**src/rtl/seq_detector_pkg.sv**
```systemverilog
// Shared types and constants for the serial pattern detector.
// Holds the FSM encoding, the reset-time defaults and the length check.
package seq_detector_pkg;

  typedef enum logic [1:0] {
    ST_FILL  = 2'd0,
    ST_ARMED = 2'd1,
    ST_ERR   = 2'd2
  } state_t;

  // Reset configuration reproduces the classic overlapping "101" detector.
  localparam logic [7:0] DEF_PATTERN = 8'b0000_0101;
  localparam int         DEF_LEN     = 3;

  function automatic logic len_ok(input int unsigned len, input int unsigned max_len);
    return (len != 0) && (len <= max_len);
  endfunction

endpackage

```
**src/rtl/seq_match_cnt.sv**
```systemverilog
// Saturating match counter.
// A clear together with an increment counts the new match, so the result is 1.
module seq_match_cnt #(
  parameter int CNT_W = 16
) (
  input  logic             clk,
  input  logic             reset,
  input  logic             clr_i,
  input  logic             inc_i,
  output logic [CNT_W-1:0] count_o
);

  logic [CNT_W-1:0] count_q, count_d;

  always_comb begin
    count_d = count_q;
    if (clr_i) begin
      count_d = inc_i ? CNT_W'(1) : '0;
    end else if (inc_i && (count_q != '1)) begin
      count_d = count_q + CNT_W'(1);
    end
  end

  always_ff @(posedge clk or posedge reset) begin
    if (reset) count_q <= '0;
    else       count_q <= count_d;
  end

  assign count_o = count_q;

endmodule

```
**src/rtl/seq_detector_param.sv**
```systemverilog
// Runtime-programmable serial pattern detector with overlap control,
// a registered match pulse and a saturating match counter.
module seq_detector_param
  import seq_detector_pkg::*;
#(
  parameter int                 MAX_LEN     = 8,
  parameter int                 CNT_W       = 16,
  parameter logic [MAX_LEN-1:0] RST_PATTERN = MAX_LEN'(DEF_PATTERN),
  parameter int                 RST_LEN     = DEF_LEN,
  localparam int                LW          = $clog2(MAX_LEN + 1)
) (
  input  logic               clk,
  input  logic               reset,
  input  logic               en,
  input  logic               cfg_load,
  input  logic [MAX_LEN-1:0] cfg_pattern,
  input  logic [LW-1:0]      cfg_len,
  input  logic               cfg_overlap,
  input  logic               cnt_clr,
  input  logic               x_valid,
  input  logic               x,
  output logic               match,
  output logic [CNT_W-1:0]   match_count,
  output logic               armed,
  output logic               cfg_err,
  output state_t             dbg_state,
  output logic [LW-1:0]      dbg_fill
);

  state_t             state_q;
  logic [MAX_LEN-1:0] hist_q, pat_q;
  logic [LW-1:0]      fill_q, len_q;
  logic               ovl_q, match_q;

  logic               accept, len_legal, hit;
  logic [MAX_LEN-1:0] hist_d, mask;
  logic [LW-1:0]      fill_d;

  // A bit arriving alongside cfg_load belongs to neither configuration.
  assign accept    = en && x_valid && !cfg_load;
  assign len_legal = len_ok(32'(len_q), MAX_LEN);
  assign hist_d    = {hist_q[MAX_LEN-2:0], x};
  assign fill_d    = (fill_q < len_q) ? fill_q + LW'(1) : fill_q;

  always_comb begin
    mask = '0;
    for (int i = 0; i < MAX_LEN; i++) begin
      mask[i] = (LW'(i) < len_q);
    end
  end

  assign hit = accept && (state_q != ST_ERR) && len_legal && (fill_d == len_q) &&
               (((hist_d ^ pat_q) & mask) == '0);

  always_ff @(posedge clk or posedge reset) begin
    if (reset) begin
      state_q <= ST_FILL;
      hist_q  <= '0;
      fill_q  <= '0;
      pat_q   <= RST_PATTERN;
      len_q   <= LW'(RST_LEN);
      ovl_q   <= 1'b1;
      match_q <= 1'b0;
    end else begin
      match_q <= 1'b0;
      if (cfg_load) begin
        pat_q   <= cfg_pattern;
        len_q   <= cfg_len;
        ovl_q   <= cfg_overlap;
        hist_q  <= '0;
        fill_q  <= '0;
        state_q <= len_ok(32'(cfg_len), MAX_LEN) ? ST_FILL : ST_ERR;
      end else if (accept && (state_q != ST_ERR)) begin
        if (hit) begin
          match_q <= 1'b1;
          if (ovl_q) begin
            hist_q  <= hist_d;
            fill_q  <= fill_d;
            state_q <= ST_ARMED;
          end else begin
            // Non-overlapping: the next match must be built from fresh bits.
            hist_q  <= '0;
            fill_q  <= '0;
            state_q <= ST_FILL;
          end
        end else begin
          hist_q  <= hist_d;
          fill_q  <= fill_d;
          state_q <= (fill_d == len_q) ? ST_ARMED : ST_FILL;
        end
      end
    end
  end

  seq_match_cnt #(.CNT_W(CNT_W)) u_cnt (
    .clk     (clk),
    .reset   (reset),
    .clr_i   (cnt_clr),
    .inc_i   (hit),
    .count_o (match_count)
  );

  assign match     = match_q;
  assign armed     = (state_q == ST_ARMED);
  assign cfg_err   = (state_q == ST_ERR);
  assign dbg_state = state_q;
  assign dbg_fill  = fill_q;

endmodule

```
**config.mk**
```make
export PLATFORM = sky130hd
export DESIGN_NAME = seq_detector_param
export DESIGN_NICKNAME = d
export VERILOG_FILES = /design/src/rtl/seq_detector_pkg.sv /design/src/rtl/seq_match_cnt.sv /design/src/rtl/seq_detector_param.sv
export SDC_FILE = /design/constraint.sdc
export NUM_CORES = 1
export LEC_CHECK = 0
export ABC_CLOCK_PERIOD_IN_PS = 3700
export BUFFER_PORTS_ARGS = -buffer_cell sky130_fd_sc_hd__buf_2
export CAP_MARGIN = 25
export CELL_PAD_IN_SITES_DETAIL_PLACEMENT = 1
export CELL_PAD_IN_SITES_GLOBAL_PLACEMENT = 1
export CORE_MARGIN = 3
export CORE_UTILIZATION = 32
export DETAILED_ROUTE_END_ITERATION = 8
export PLACE_DENSITY_LB_ADDON = 0.1
export SLEW_MARGIN = 30
export SYNTH_ARGS = -nofsm -noshare
export SYNTH_HDL_FRONTEND = slang
export SYNTH_SLANG_ARGS = --single-unit
```
**constraint.sdc**
```tcl
create_clock -name clk -period 3.7 [get_ports clk]
set_clock_uncertainty 0.2 [all_clocks]
set_input_delay 0.37 -clock clk [delete_from_list [all_inputs] [get_ports clk]]
set_output_delay 0.37 -clock clk [all_outputs]
set_load 0.02 [all_outputs]
```
* Word-level counts from Yosys, hierarchy flattened
Cells that the tools add are included.
** Word-level totals
- Input bits :: 20
- Output and inout bits :: 25
- Flip-flop bits (word level) :: 43
- Word-level logic and storage cells :: 64
** Cells by class
- Bitwise logic cells :: 2
- Order comparisons :: 11
- Reduce and logical (&&, ||, !) cells :: 15
- Equality and inequality tests :: 5
- Add/subtract/negate cells :: 2
- Muxes and demuxes :: 21
** Operators by type and width (number)
- $mux W16 :: 2
- $mux W7 :: 4
- $mux W4 :: 5
- $add A16 B1 Y16 const B :: 1
- $lt A3 B4 Y1 const A :: 4
- $ne A16 B16 Y1 const B :: 1
- $logic_and A1 B1 Y1 :: 9
- $and A8 B8 Y8 :: 1
- $le A4 B4 Y1 const B :: 2
- $logic_not A8 Y1 :: 1
- $lt A1 B4 Y1 const A :: 2
- $lt A2 B4 Y1 const A :: 2
- $mux W2 :: 4
- $reduce_bool A4 Y1 :: 2
- $xor A8 B8 Y8 :: 1
- $mux W1 :: 6
- $add A4 B1 Y4 const B :: 1
- $eq A4 B4 Y1 :: 1
- $lt A4 B4 Y1 :: 1
- $reduce_bool A2 Y1 :: 2
- $eq A2 B1 Y1 const B :: 1
- $eq A2 B2 Y1 const B :: 1
- $ne A2 B2 Y1 const B :: 1
- $logic_not A1 Y1 :: 1

* Logic depth before layout (Yosys ltp)
- Word-level depth :: 9
- Depth in mapped cells :: 11
- Gate-level depth less buffers :: 9

* By module
Synthesis repeated with hierarchy kept, for this count alone.
** Second synthesis, totals
- Cell total of the unflattened synthesis :: 247
- Area total of the unflattened synthesis :: 2411.1 µm²
** Modules (own cells, without submodules)
- seq_detector_param :: times used 1, sequential area each 681.9 µm², cells an instance 153, area an instance 1507.7 µm²
- seq_match_cnt :: times used 1, sequential area each 400.4 µm², cells an instance 94, area an instance 903.4 µm²

* Worst setup path before layout
OpenSTA, ideal clock, no wires.
- Kind :: reg-to-reg
- From :: register fill_q[2] (netlist: dbg_fill[2])
- To :: register u_cnt.count_q[11] (netlist: u_cnt.count_o[11])
- Period minus slack after synthesis :: 3.020 ns
- Cell stages (with the launch flop) :: 10
- Buffers on the path :: 1
- Data arrival time :: 2.693 ns
- Setup time :: 0.128 ns
- Path slack :: 0.680 ns
- Data required time :: 3.372 ns
- Cells stage by stage :: dfrtp_1 > ha_1 > a21o_1 > a21oi_2 > a22oi_1 > nand2b_4 > or3_4 > buf_6 > nor4_1 > mux2_1
** Between the ends
- Word-level cells in the longest chain between the ends :: 7
- Elaborated cells on any way between the ends :: 8
- Classes of those cells :: add/sub: 1; order compare: 1; eq/ne: 1; mux: 1; reduce/logical: 4
** RTL lines
- start, declared :: RTL line seq_detector_param.sv:32 : logic [LW-1:0] fill_q, len_q;
- start signal, assigned :: RTL line seq_detector_param.sv:78 : fill_q <= fill_d;
- start signal, assigned :: RTL line seq_detector_param.sv:88 : fill_q <= fill_d;
- $add A4 B1 Y4 or $lt A4 B4 Y1 (tied branches) :: RTL line seq_detector_param.sv:43 : assign fill_d = (fill_q < len_q) ? fill_q + LW'(1) : fill_q;
- $mux W4 * :: RTL line seq_detector_param.sv:43
- $eq A4 B4 Y1 * :: RTL line seq_detector_param.sv:52 : assign hit = accept && (state_q != ST_ERR) && len_legal && (fill_d == len_q) &&
- $logic_and A1 B1 Y1 * (2 in series) :: RTL line seq_detector_param.sv:52
- $logic_and A1 B1 Y1 * :: RTL line seq_match_cnt.sv:19 : end else if (inc_i && (count_q != '1)) begin
- $reduce_bool A2 Y1 (no source line) *
- end signal, assigned :: RTL line seq_match_cnt.sv:26 : else count_q <= count_d;
- end, declared :: RTL line seq_match_cnt.sv:13 : logic [CNT_W-1:0] count_q, count_d;
Every way passes the cells marked *; elsewhere a longest branch is shown, timed or not.
A chain may end at the register's enable or synchronous reset.

* Worst setup path in the final report
- From :: register len_q[2]
- To :: register u_cnt.count_q[13] (netlist: u_cnt.count_o[13])
** Between the ends
- Word-level cells in the longest chain between the ends :: 7
- Elaborated cells on any way between the ends :: 21
- Classes of those cells :: order compare: 10; eq/ne: 1; mux: 1; bitwise: 1; reduce/logical: 8
** RTL lines
- start, declared :: RTL line seq_detector_param.sv:32
- start signal, assigned :: RTL line seq_detector_param.sv:61 : len_q <= LW'(RST_LEN);
- start signal, assigned :: RTL line seq_detector_param.sv:68 : len_q <= cfg_len;
- $lt A4 B4 Y1 (tied with other cells) :: RTL line seq_detector_param.sv:43
- $mux W4 or $logic_and A1 B1 Y1 (tied branches) :: RTL line seq_detector_param.sv:43, seq_detector_pkg.sv:16
- $eq A4 B4 Y1 or $logic_and A1 B1 Y1 (tied branches) :: RTL line seq_detector_param.sv:52
- $logic_and A1 B1 Y1 :: RTL line seq_detector_param.sv:52
- $logic_and A1 B1 Y1 * :: RTL line seq_detector_param.sv:52
- $logic_and A1 B1 Y1 * :: RTL line seq_match_cnt.sv:19
- $reduce_bool A2 Y1 (no source line) *
Marks and branches as above.

==> results.md <==
- Path type of the worst min-delay path: input port to register
- Vias post-DR: 2061
- Synthesized cell area: 0.002494 mm2
- Mean post-synth cell area: 10.30 um2
- Fraction of layout cells with a size suffix above 1: 0.3010
- Final wirelength: 6538 um
- Sink Count: 43
- Net Sw Power: 311.8 uW
- Post-synth top area share: 0.3813
- Leakage: 1.364 nW
- DR iter-0 viols: 87
- Ports: 45
- Crit path max fanout: 24
- Worst setup path class: register to register
- Final Max Slew Viols: 0
- Internal Pwr Total: between 800 and 900 uW
- Dpl hpwl: 4806 um
- # DRC: 0
- GPL Wtd Cong: 0.8125
- # Post-CTS Setup Buffers: 0
- Worst slew pin tran: roughly 0.64 ns
- Syn_nets: 267
- Crit. End Element: register
- Nets: 313
- First-pass GRT wire length: 10910 um
- CP startpoint kind: register
- Detail Route Antenna Nets: 0
- Max transition margin: 0.5747
- CTS clk-pin slew, worst paths: ~0.09 ns
- Ys Warns: 0
- Worst path max stage delay: 0.49 ns
- Total GRT Usage: 0.1569
- Sequential share of the synthesized area: 0.4340
- Hold_buf cts: 1
- Final min period: 3.222 ns
- Ys flop type: dfrtp_1
- Setup violators final: 0
- Total gr overflow: 0
- ANT cells: 0
- Max Cap Viol: 0
- Post-synthesis cell type count: 55
- CP Cell Sequence: inv_1 -> ha_1 -> a21o_1 -> a21oi_2 -> and2_1 -> a31oi_2 -> or3_4 -> nor4_1 -> mux2_1
- Setup TNS: 0 ns
- Crit-path leading delay family: simple AND/OR/NAND/NOR gates
- VDD IR max: around 0.00017 V
- CTS tree: built
- Final period util: 0.8709
- Post-Syn Instances: roughly 240
- Sequential share of power: 0.453
- Placed cell count: approximately 380
- Synth area leader: dfrtp_1
- Initial Util: 0.3366
- Worst path bufs/invs: 1
- Pin count of the biggest net entering global routing: 26
- Vias in the first global route: 2129
- Switching fraction of total power: 0.2718
- Die Area: 0.008888 mm2
- PortBufs: 44
- Chip Width: 94.28 um
- Clock power share: 0.396
- Initial antenna violation count: 0
- Pre-antenna DRT Iters: 4
- Comb power frac: 0.152
- Via/cell ratio: 5.312
- CTS root buf: clkbuf_8
- Fin cells: 388
- Post-synth ARST share: 1.000
- Register bit total from synthesis: 43
- Final hold slack: 0.09164 ns
- Post-layout util: 0.3999
- Ranking of synthesized cells by area: dfrtp_1 38%, mux2_2 6.3%, dfstp_2 5.3%, nand2_1 3.0%, a22o_1 2.8%
- Core ar.: 0.007408 mm2
- Later-pin clock latency in the skew report: about 0.3 ns
- Std-Cell Rows: 31
- RSZ-0062 raised after global routing: no
- Status: complete, no violations
- Number of synthesized flops with an enable pin: 0
- Post-cts sizing count: 0
- Slowest stage cell, crit path: or3_4
- Hold Vio Cnt, Final: 0
- Clock Tree Buf Depth: 2
- H-tree Lvls: 2
- Power per cell area: 387.1 mW/mm2
- Area Growth Syn to Fin: 18.82%
- Die Ht: 94.28 um
- Wire per inst: approximately 17 um
- CP arrival: 3.21 ns
- Req. time, crit path: 3.69 ns
- Num CTS Buffers: 5
- Fmax: 310.3 MHz
[state kept, by name, summed over array words and instances (netlist names)]
register / count
dbg_fill: 4
hist_q: 7
match: 1
ovl_q: 1
len_q: 4
dbg_state: 2
u_cnt.count_o: 16
pat_q: 8
[cell usage after synthesis, types with 6 or more instances]
master and count:
dfrtp_1 38, nor2_1 17, o21ai_0 9, nor2b_1 9
inv_1 9, nand2_1 20, xnor2_1 7, mux2_2 14
a21oi_1 9, a22o_1 8, clkbuf_1 7, o31ai_1 6
nand3_1 8
[final cells by class]
type	count	area (um2)
multi-input cells	180	1330
repair buffers	49	260.3
flip-flops and latches	43	1082
inverters	9	33.78
well taps	99	123.9
fillers	865	4446
clock inverters	2	60.06
clock buffers	6	72.57
[stage by stage]
step                      power, mW  setup slack [ns]  area, um2
final                         1.147            0.4778       2963
after global routing          1.205            0.2414       2963
after CTS                     1.158            0.4780       2963
after detailed placement     0.7032            0.4919       2820
after global placement       0.7002            0.5750       2814
after floorplan              0.6489            0.6796       2494
[cells in the final DEF (no fill, tap or decap), drive strengths merged, types with 4 or more instances in the layout]
cell	netlist	routed
a22oi	4	4
dfrtp	38	38
nor2b	10	10
a22o	8	8
and3	5	5
mux2	18	18
nor2	17	17
xnor2	7	7
nand3	8	8
clkbuf	7	6
or4	5	5
ha	5	5
nand2	20	20
buf	3	48
o21ai	9	9
inv	9	9
a21oi	10	10
nor3	4	4
nor4	6	6
dfstp	5	5
xor2	5	5
o31ai	6	6
[final timing paths]
| kind | start | to | slack (ns) | depth (start not counted) |
|---|---|---|---|---|
| max in group asynchronous | reset | ovl_q | 2.13 | 4 |
| max | len_q[2] | u_cnt.count_o[13] | 0.48 | 9 |
| min reg2reg | hist_q[6] | hist_q[6] | 0.33 | 1 |
| min in group asynchronous | reset | dbg_fill[2] | 0.43 | 3 |
| max reg2reg | len_q[2] | u_cnt.count_o[13] | 0.48 | 9 |
| min | cfg_pattern[7] | pat_q[7] | 0.09 | 2 |
[cells by family after synthesis]
family | count (synthesis) | share of synthesized area
muxes | 20 | 0.08931
xor gates and xnor gates | 12 | 0.04215
DFF | 43 | 0.4340
adders and majority gates | 5 | 0.02509
and+or+nand+nor | 89 | 0.2122
buffers and inverters | 19 | 0.03512
AOI/OAI and AO/OA | 54 | 0.1621
[metal layers]
layer,part of all wire,track usage
met3,0.026,0.03125
met2,0.45,0.2400
met4,0.0089,0.03490
met1,0.51,0.2278
met5,0,0
[power groups by stage]
stage | clock [mW] | combinational, mW | sequential (mW)
finish | 0.454 | 0.174 | 0.519
global route | 0.486 | 0.195 | 0.524
CTS | 0.461 | 0.177 | 0.520
detailed placement | 0 | 0.174 | 0.529
global placement | 0 | 0.172 | 0.528
floorplan | 0 | 0.125 | 0.524
Power figures use the tool's default switching activity.
